===== src/rtl/multicycle_control.sv =====
// rtl/multicycle_control.sv - multi-cycle RV32I main control FSM (optional memory timeout: MULTICYCLE_TIMEOUT_EN)
module multicycle_control #(
  parameter int TIMEOUT = 15,
  parameter int CNT_W   = 16
) (
  input  logic             clk_i,
  input  logic             rst_i,
  input  logic             start_i,
  input  logic [6:0]       op_i,
  input  logic             mem_ready_i,
  output logic             mem_req_o,
  output logic             mem_we_o,
  output logic             ir_write_o,
  output logic             pc_write_o,
  output logic             branch_o,
  output logic [1:0]       ALUOp_o,
  output logic             ALUSrc_o,
  output logic             RegWrite_o,
  output logic             MemToReg_o,
  output logic             illegal_o,
  output logic             timeout_o,
  output logic [2:0]       state_o,
  output logic [CNT_W-1:0] retired_o
);

  typedef enum logic [2:0] {
    S_IDLE   = 3'd0,
    S_FETCH  = 3'd1,
    S_DECODE = 3'd2,
    S_EXEC   = 3'd3,
    S_MEM    = 3'd4,
    S_WB     = 3'd5,
    S_TRAP   = 3'd6,
    S_BAD    = 3'd7
  } state_t;

  typedef enum logic [2:0] {
    C_NONE   = 3'd0,
    C_R      = 3'd1,
    C_I      = 3'd2,
    C_LOAD   = 3'd3,
    C_STORE  = 3'd4,
    C_BRANCH = 3'd5
  } cls_t;

  state_t           state_q, state_d;
  cls_t             cls_q, cls_d;
  logic             illegal_q, illegal_d;
  logic [CNT_W-1:0] retired_q, retired_d;
  logic             timed_out;
  logic             retire;

  // Map an opcode to its instruction class; C_NONE marks an illegal opcode.
  function automatic cls_t decode_op(input logic [6:0] op);
    case (op)
      7'b0110011: decode_op = C_R;
      7'b0010011: decode_op = C_I;
      7'b0000011: decode_op = C_LOAD;
      7'b0100011: decode_op = C_STORE;
      7'b1100011: decode_op = C_BRANCH;
      default:    decode_op = C_NONE;
    endcase
  endfunction

`ifdef MULTICYCLE_TIMEOUT_EN
  localparam int WAIT_W = $clog2(TIMEOUT + 1);

  logic [WAIT_W-1:0] wait_q, wait_d;
  logic              timeout_q, timeout_d;
  logic              waiting;

  // Count consecutive cycles spent waiting on memory; any other cycle clears it,
  // so the count always starts at zero on entry to FETCH or MEM.
  always_comb begin
    waiting   = ((state_q == S_FETCH) || (state_q == S_MEM)) && !mem_ready_i;
    timed_out = waiting && (wait_q == WAIT_W'(TIMEOUT - 1));
    wait_d    = '0;
    timeout_d = timeout_q;
    if (waiting && !timed_out) begin
      wait_d = wait_q + WAIT_W'(1);
    end
    if (timed_out) begin
      timeout_d = 1'b1;
    end
  end

  // Wait counter and sticky timeout flag.
  always_ff @(posedge clk_i) begin
    if (rst_i) begin
      wait_q    <= '0;
      timeout_q <= 1'b0;
    end else begin
      wait_q    <= wait_d;
      timeout_q <= timeout_d;
    end
  end

  assign timeout_o = timeout_q;
`else
  logic unused_timeout;

  assign unused_timeout = (TIMEOUT < 1);
  assign timed_out      = 1'b0;
  assign timeout_o      = 1'b0;
`endif

  // Next-state, strobes and ALU controls; memory completion in FETCH is Mealy.
  always_comb begin
    state_d    = state_q;
    cls_d      = cls_q;
    illegal_d  = illegal_q;
    retired_d  = retired_q;
    retire     = 1'b0;
    mem_req_o  = 1'b0;
    mem_we_o   = 1'b0;
    ir_write_o = 1'b0;
    pc_write_o = 1'b0;
    branch_o   = 1'b0;
    ALUOp_o    = 2'b00;
    ALUSrc_o   = 1'b0;
    RegWrite_o = 1'b0;
    MemToReg_o = 1'b0;

    if ((state_q == S_EXEC) || (state_q == S_MEM) || (state_q == S_WB)) begin
      case (cls_q)
        C_R:              begin ALUOp_o = 2'b01; ALUSrc_o = 1'b0; end
        C_I:              begin ALUOp_o = 2'b00; ALUSrc_o = 1'b1; end
        C_LOAD, C_STORE:  begin ALUOp_o = 2'b10; ALUSrc_o = 1'b1; end
        C_BRANCH:         begin ALUOp_o = 2'b11; ALUSrc_o = 1'b0; end
        default:          begin ALUOp_o = 2'b00; ALUSrc_o = 1'b0; end
      endcase
    end

    case (state_q)
      S_IDLE: begin
        if (start_i) begin
          state_d = S_FETCH;
        end
      end
      S_FETCH: begin
        mem_req_o = 1'b1;
        if (mem_ready_i) begin
          ir_write_o = 1'b1;
          pc_write_o = 1'b1;
          state_d    = S_DECODE;
        end else if (timed_out) begin
          state_d = S_TRAP;
        end
      end
      S_DECODE: begin
        cls_d = decode_op(op_i);
        if (decode_op(op_i) == C_NONE) begin
          illegal_d = 1'b1;
          state_d   = S_TRAP;
        end else begin
          state_d = S_EXEC;
        end
      end
      S_EXEC: begin
        case (cls_q)
          C_R, C_I:        state_d = S_WB;
          C_LOAD, C_STORE: state_d = S_MEM;
          C_BRANCH: begin
            branch_o = 1'b1;
            retire   = 1'b1;
            state_d  = S_FETCH;
          end
          default:         state_d = S_IDLE;
        endcase
      end
      S_MEM: begin
        mem_req_o = 1'b1;
        mem_we_o  = (cls_q == C_STORE);
        if (mem_ready_i) begin
          if (cls_q == C_STORE) begin
            retire  = 1'b1;
            state_d = S_FETCH;
          end else begin
            state_d = S_WB;
          end
        end else if (timed_out) begin
          state_d = S_TRAP;
        end
      end
      S_WB: begin
        RegWrite_o = 1'b1;
        MemToReg_o = (cls_q == C_LOAD);
        retire     = 1'b1;
        state_d    = S_FETCH;
      end
      S_TRAP: begin
        state_d = S_TRAP;
      end
      default: begin
        state_d = S_IDLE;
      end
    endcase

    if (retire) begin
      retired_d = retired_q + CNT_W'(1);
    end
  end

  // State, latched class, sticky illegal flag and retired counter.
  always_ff @(posedge clk_i) begin
    if (rst_i) begin
      state_q   <= S_IDLE;
      cls_q     <= C_NONE;
      illegal_q <= 1'b0;
      retired_q <= '0;
    end else begin
      state_q   <= state_d;
      cls_q     <= cls_d;
      illegal_q <= illegal_d;
      retired_q <= retired_d;
    end
  end

  assign illegal_o = illegal_q;
  assign state_o   = state_q;
  assign retired_o = retired_q;

endmodule


===== config.mk =====
export PLATFORM = sky130hd
export DESIGN_NAME = multicycle_control
export DESIGN_NICKNAME = d
export VERILOG_FILES = /design/src/rtl/multicycle_control.sv
export SDC_FILE = /design/constraint.sdc
export NUM_CORES = 1
export LEC_CHECK = 0
export CORE_ASPECT_RATIO = 0.5
export CORE_UTILIZATION = 33
export DETAILED_ROUTE_END_ITERATION = 6
export PLACE_DENSITY = 0.67
export RECOVER_POWER = 25
export SLEW_MARGIN = 20
export SYNTH_ARGS = -nofsm -noshare
export SYNTH_HDL_FRONTEND = slang
export SYNTH_SLANG_ARGS = --single-unit

===== constraint.sdc =====
create_clock -name clk_i -period 6 [get_ports clk_i]
set_clock_uncertainty 0.15 [all_clocks]
set_input_delay 1.2 -clock clk_i [delete_from_list [all_inputs] [get_ports clk_i]]
set_output_delay 1.2 -clock clk_i [all_outputs]
set_load 0.02 [all_outputs]

[Yosys cells after proc, flatten, opt, wreduce, memory -nomap -nowiden]
Index checks and enable logic that the tools add are counted.
W data, S select, Z words.
Storage, ports and cells
  output and inout port bits: 31
  flip-flop bits (word level): 23
Operators by class
  eq/ne operators: 19
  multiplexer cells: 24
  $add $sub $neg: 1
  reductions and logical operators: 10
Operators by type and width (count)
  $pmux W3 S7: 1
  $mux W3: 6
  $add A16 B1 Y16 const B: 1
  $eq A3 B3 Y1 const B: 5
  $pmux W3 S5: 1
  $eq A7 B6 Y1 const B: 2
  $eq A3 B2 Y1 const B: 4
  $mux W1: 12
  $pmux W3 S3: 1
  $eq A7 B2 Y1 const B: 1
  $eq A7 B5 Y1 const B: 1
  $eq A7 B7 Y1 const B: 1
  $eq A3 B1 Y1 const B: 2
  $logic_not A3 Y1: 2
  $ne A2 B2 Y1 const B: 3
  $pmux W2 S3: 1
  $reduce_or A2 Y1: 3
  $pmux W1 S3: 1
  $reduce_and A3 Y1: 1
  $reduce_or A3 Y1: 1
  $logic_or A1 B1 Y1: 2
  $mux W2: 1
  $reduce_and A2 Y1: 1

[Depth between registers and ports, before layout]
  depth in word-level cells: 6
  depth in mapped cells: 7
  mapped depth without buffers: 5

[Worst setup path after synthesis]
No wires, ideal clock.
  kind: input port to output port
  from: input port mem_ready_i
  to: output port pc_write_o
  data arrival time: 1632 ps
  cell stages on the path: 3
  setup slack: 3018 ps
  data required time: 4650 ps
  buffers on the path: 1
  cells stage by stage: nand3_1 -> inv_1 -> buf_4
Between the ends
  word-level cells in the longest chain between the ends: 2
RTL lines
  from (decl): RTL line 10  | input logic mem_ready_i,
  $mux W1 (2 in series)
  to (decl): RTL line 14  | output logic pc_write_o,
Every way passes these cells.

[Worst setup path after layout]
  from: input port mem_ready_i
  to: output port ir_write_o
Between the ends
  word-level cells in the longest chain between the ends: 2
RTL lines
  $mux W1: RTL line 142  | if (mem_ready_i) begin
  $mux W1: RTL line 134  | case (state_q)
  to (decl): RTL line 13  | output logic ir_write_o,
Every way passes these cells.

==> run_results.csv <==
group,metric,value,unit
timing,hold_violations,0,
critical_path,critical_path_class,"in2out",
synth,syn_avg_cell_area,8.28,um^2
clock_tree,path_clk_slew,0.08,ns
clock_tree,hold_buffers,0,
routing,wl_per_cell,12.2,um
placement,io_buffers,40,
cells_and_area,layout-drive-gt1-share,4.06,%
global_route,grt_max_degree,25,
timing,fmax,254,MHz
timing,rsz0062_at_grt,"false",
power,p_seq_share,48.2,%
critical_path,rr_endpoint,"retired_o[15]",
power,power.combinational.fraction,25.3,%
critical_path,startpoint,"mem_ready_i",
clock_tree,clkLatencyLatePin,0.26,ns
placement,dpl_cell_area,0.00175,mm^2
floorplan,die_y,47.4,um
timing,tightest_slew,0.875,ns
critical_path,ff2ff_setup_slack,3.46,ns
routing,via_per_inst,4.94,
critical_path,crit_chain,"clkdlybuf4s50_1 -> nand3_1 -> inv_1 -> clkdlybuf4s50_1",
synth,synthArstFlopShare,0,%
clock_tree,cts_tree,"done",
hold_path,holdCritPathClass,"reg2reg",
synth,yosysTopAreaCell,"dfxtp_1",
synth,synth_warnings,0,
critical_path,crit_end,"ir_write_o",
floorplan,num_rows,16,
timing,maxSlewViolCount,0,
global_route,grt_pass1_wl,4790,um
synth,yosys_register_bits,23,
critical_path,critPathRequiredTime,4.65,ns
placement,globalplace.congestion,0.802,
power,power_density,204,mW/mm^2
critical_path,start_kind,"input port",
routing,firstDrtPassIters,4,
timing,fin_setup_tns,0,ns
routing,drt-initial-drc-count,36,
timing,whs,0.297,ns
clock_tree,cts_max_path_buffers,2,
timing,period_minus_slack,3.94,ns
critical_path,worst-path-max-fanout,5,
placement,dp_hpwl,2180,um
routing,dr_total_vias,1240,
critical_path,critPathArrivalTime,2.59,ns
critical_path,max_stage_delay,0.60,ns
clock_tree,postCtsSetupBuffers,0,
cells_and_area,postLayoutCellArea,0.00180,mm^2
synth,netlist.area_leader.share,33.9,%
synth,ys_types,42,
floorplan,ios,42,
global_route,grt_pass1_vias,1014,
critical_path,rr_worst_depth,5,
placement,place_inst,247,
power,irDropWorstVdd,0.0000848,V
power,switching_share,31.4,%
global_route,gr-total-overflow,0,
clock_tree,root_buffer,"clkbuf_8",
timing,relSlewSlack,41.5,%
floorplan,fp.coreArea,0.00392,mm^2
global_route,antenna_found_initial,0,
cells_and_area,final_cells,251,
clock_tree,cts_resized,0,
power,power_switching,0.115,mW
routing,drc,0,
critical_path,critPathCaptureType,"primary output",
power,p_int,0.252,mW
cells_and_area,nNetsFinal,210,
critical_path,crit_top_cell,"clkdlybuf4s50_1",
synth,synth_area,0.00136,mm^2
status,outcome,"finished, final reports clean",
critical_path,r2r_start,"state_o[0]",
synth,seq_area_frac_synth,33.9,%
job,drv_cap,0,
synth,syn_nets,176,
global_route,grt_usage,14.2,%
timing,fin_crit_sh,65.7,%
synth,yosysMostFrequentCell,"nor2_1",
timing,setup_viol,0,
synth,synth_area_leaders,"dfxtp_1 (34%), nor2_1 (7.5%), xor2_1 (7.1%)",
critical_path,cpMaxStageDelayCell,"clkdlybuf4s50_1",
floorplan,start_util,34.6,%
clock_tree,numCtsBuffers,3,
clock_tree,clock_sinks,23,
cells_and_area,n_antenna_cell,0,
power,pwr-share-clk,26.4,%
routing,routed_wl,3060,um
synth,synth-main-ff-cell,"dfxtp_1",
synth,synth_cells,164,
clock_tree,h-tree-depth,1,
power,p_leak,0.625,nW
routing,ant_nets,0,
cells_and_area,syn_to_final_growth,32.6,%
synth,yosys-top-cells-count,"nor2_1 (27), dfxtp_1 (23), a21oi_1 (11), xor2_1 (11), o21ai_0 (7)",
floorplan,design.die.area,0.00439,mm^2
synth,synth_edf_count,0,
floorplan,die_w,92.7,um
==> routing by layer <==
layer | part of all wire, % | track usage, %
met4 | 0.69 | 2.77
met5 | 0 | 0
met2 | 46 | 23.6
met3 | 3.2 | 4.05
met1 | 50 | 19.0
==> worst min-delay path by stage <==
stage	end	from	cells after the start
after CTS	illegal_o	illegal_o	2
after global routing	illegal_o	illegal_o	2
after global placement	illegal_o	illegal_o	2
after floorplan	illegal_o	illegal_o	2
final	illegal_o	illegal_o	2
after detailed placement	illegal_o	illegal_o	2
==> worst max-delay path, delay by kind of cell <==
kind | cells | cell delay [ns]
and+or+nand+nor | 1 | 0.13
buffers and inverters | 3 | 1.26
==> cells by family (layout without fill, tap and decap cells) <==
logic type	Yosys count	after routing	synth area share [%]
buffers and inverters	17	50	6.91
multiplexers	4	4	3.04
XOR/XNOR	12	12	7.74
AO/OA/AOI/OAI	37	37	17.7
flip-flops	23	23	33.9
AND/OR/NAND/NOR	69	69	29.5
adder cells (fa/ha/maj)	1	1	0.922
other	1	1	0.276
==> layout by cell type (no fill, tap or decap), types with 3 or more instances in the layout <==
cell             count
and4_1               4
mux2i_1              3
dlygate4sd3_1        9
nand2b_1             5
dfxtp_1             23
o211ai_1             5
inv_1                6
nor2_1              27
clkdlybuf4s50_1     31
xor2_1              11
o21ai_0              7
clkbuf_8             3
nand3_1              6
o2111ai_1            3
a22oi_1              3
a21oi_1             11
nand2_1              4
nand3b_1             4
nor3_1               3
==> through the flow <==
step	total power, mW	utilization, %	worst slack [ns]
after global placement	0.273	44.7	2.07
after CTS	0.373	45.9	2.06
after detailed placement	0.274	44.7	2.06
final	0.368	45.9	2.06
after floorplan	0.238	-	3.02
after global routing	0.391	45.9	1.99
==> registers in the layout, summed over array words and instances, names as in the netlist <==
signal and flops:
state_o 3, cls_q 3, retired_o 16, illegal_o 1
==> layout make-up <==
class	count	area, um^2
Clock inverter	1	5.00
Tap cell	54	67.6
Multi-Input combinational cell	124	803
Inverter	6	22.5
Sequential cell	23	460
Timing Repair Buffer	40	400
Fill cell	395	2120
Clock buffer	3	41.3
==> power groups by stage <==
stage,Clock (mW),Sequential (mW),Combinational [mW]
2_1_floorplan,0,0.175,0.0627
3_3_place_gp,0,0.180,0.0927
3_5_place_dp,0,0.180,0.0939
4_1_cts,0.102,0.177,0.0940
5_1_grt,0.109,0.180,0.102
6_report,0.0972,0.177,0.0932
Note: power is estimated with default switching activity, not from simulation.
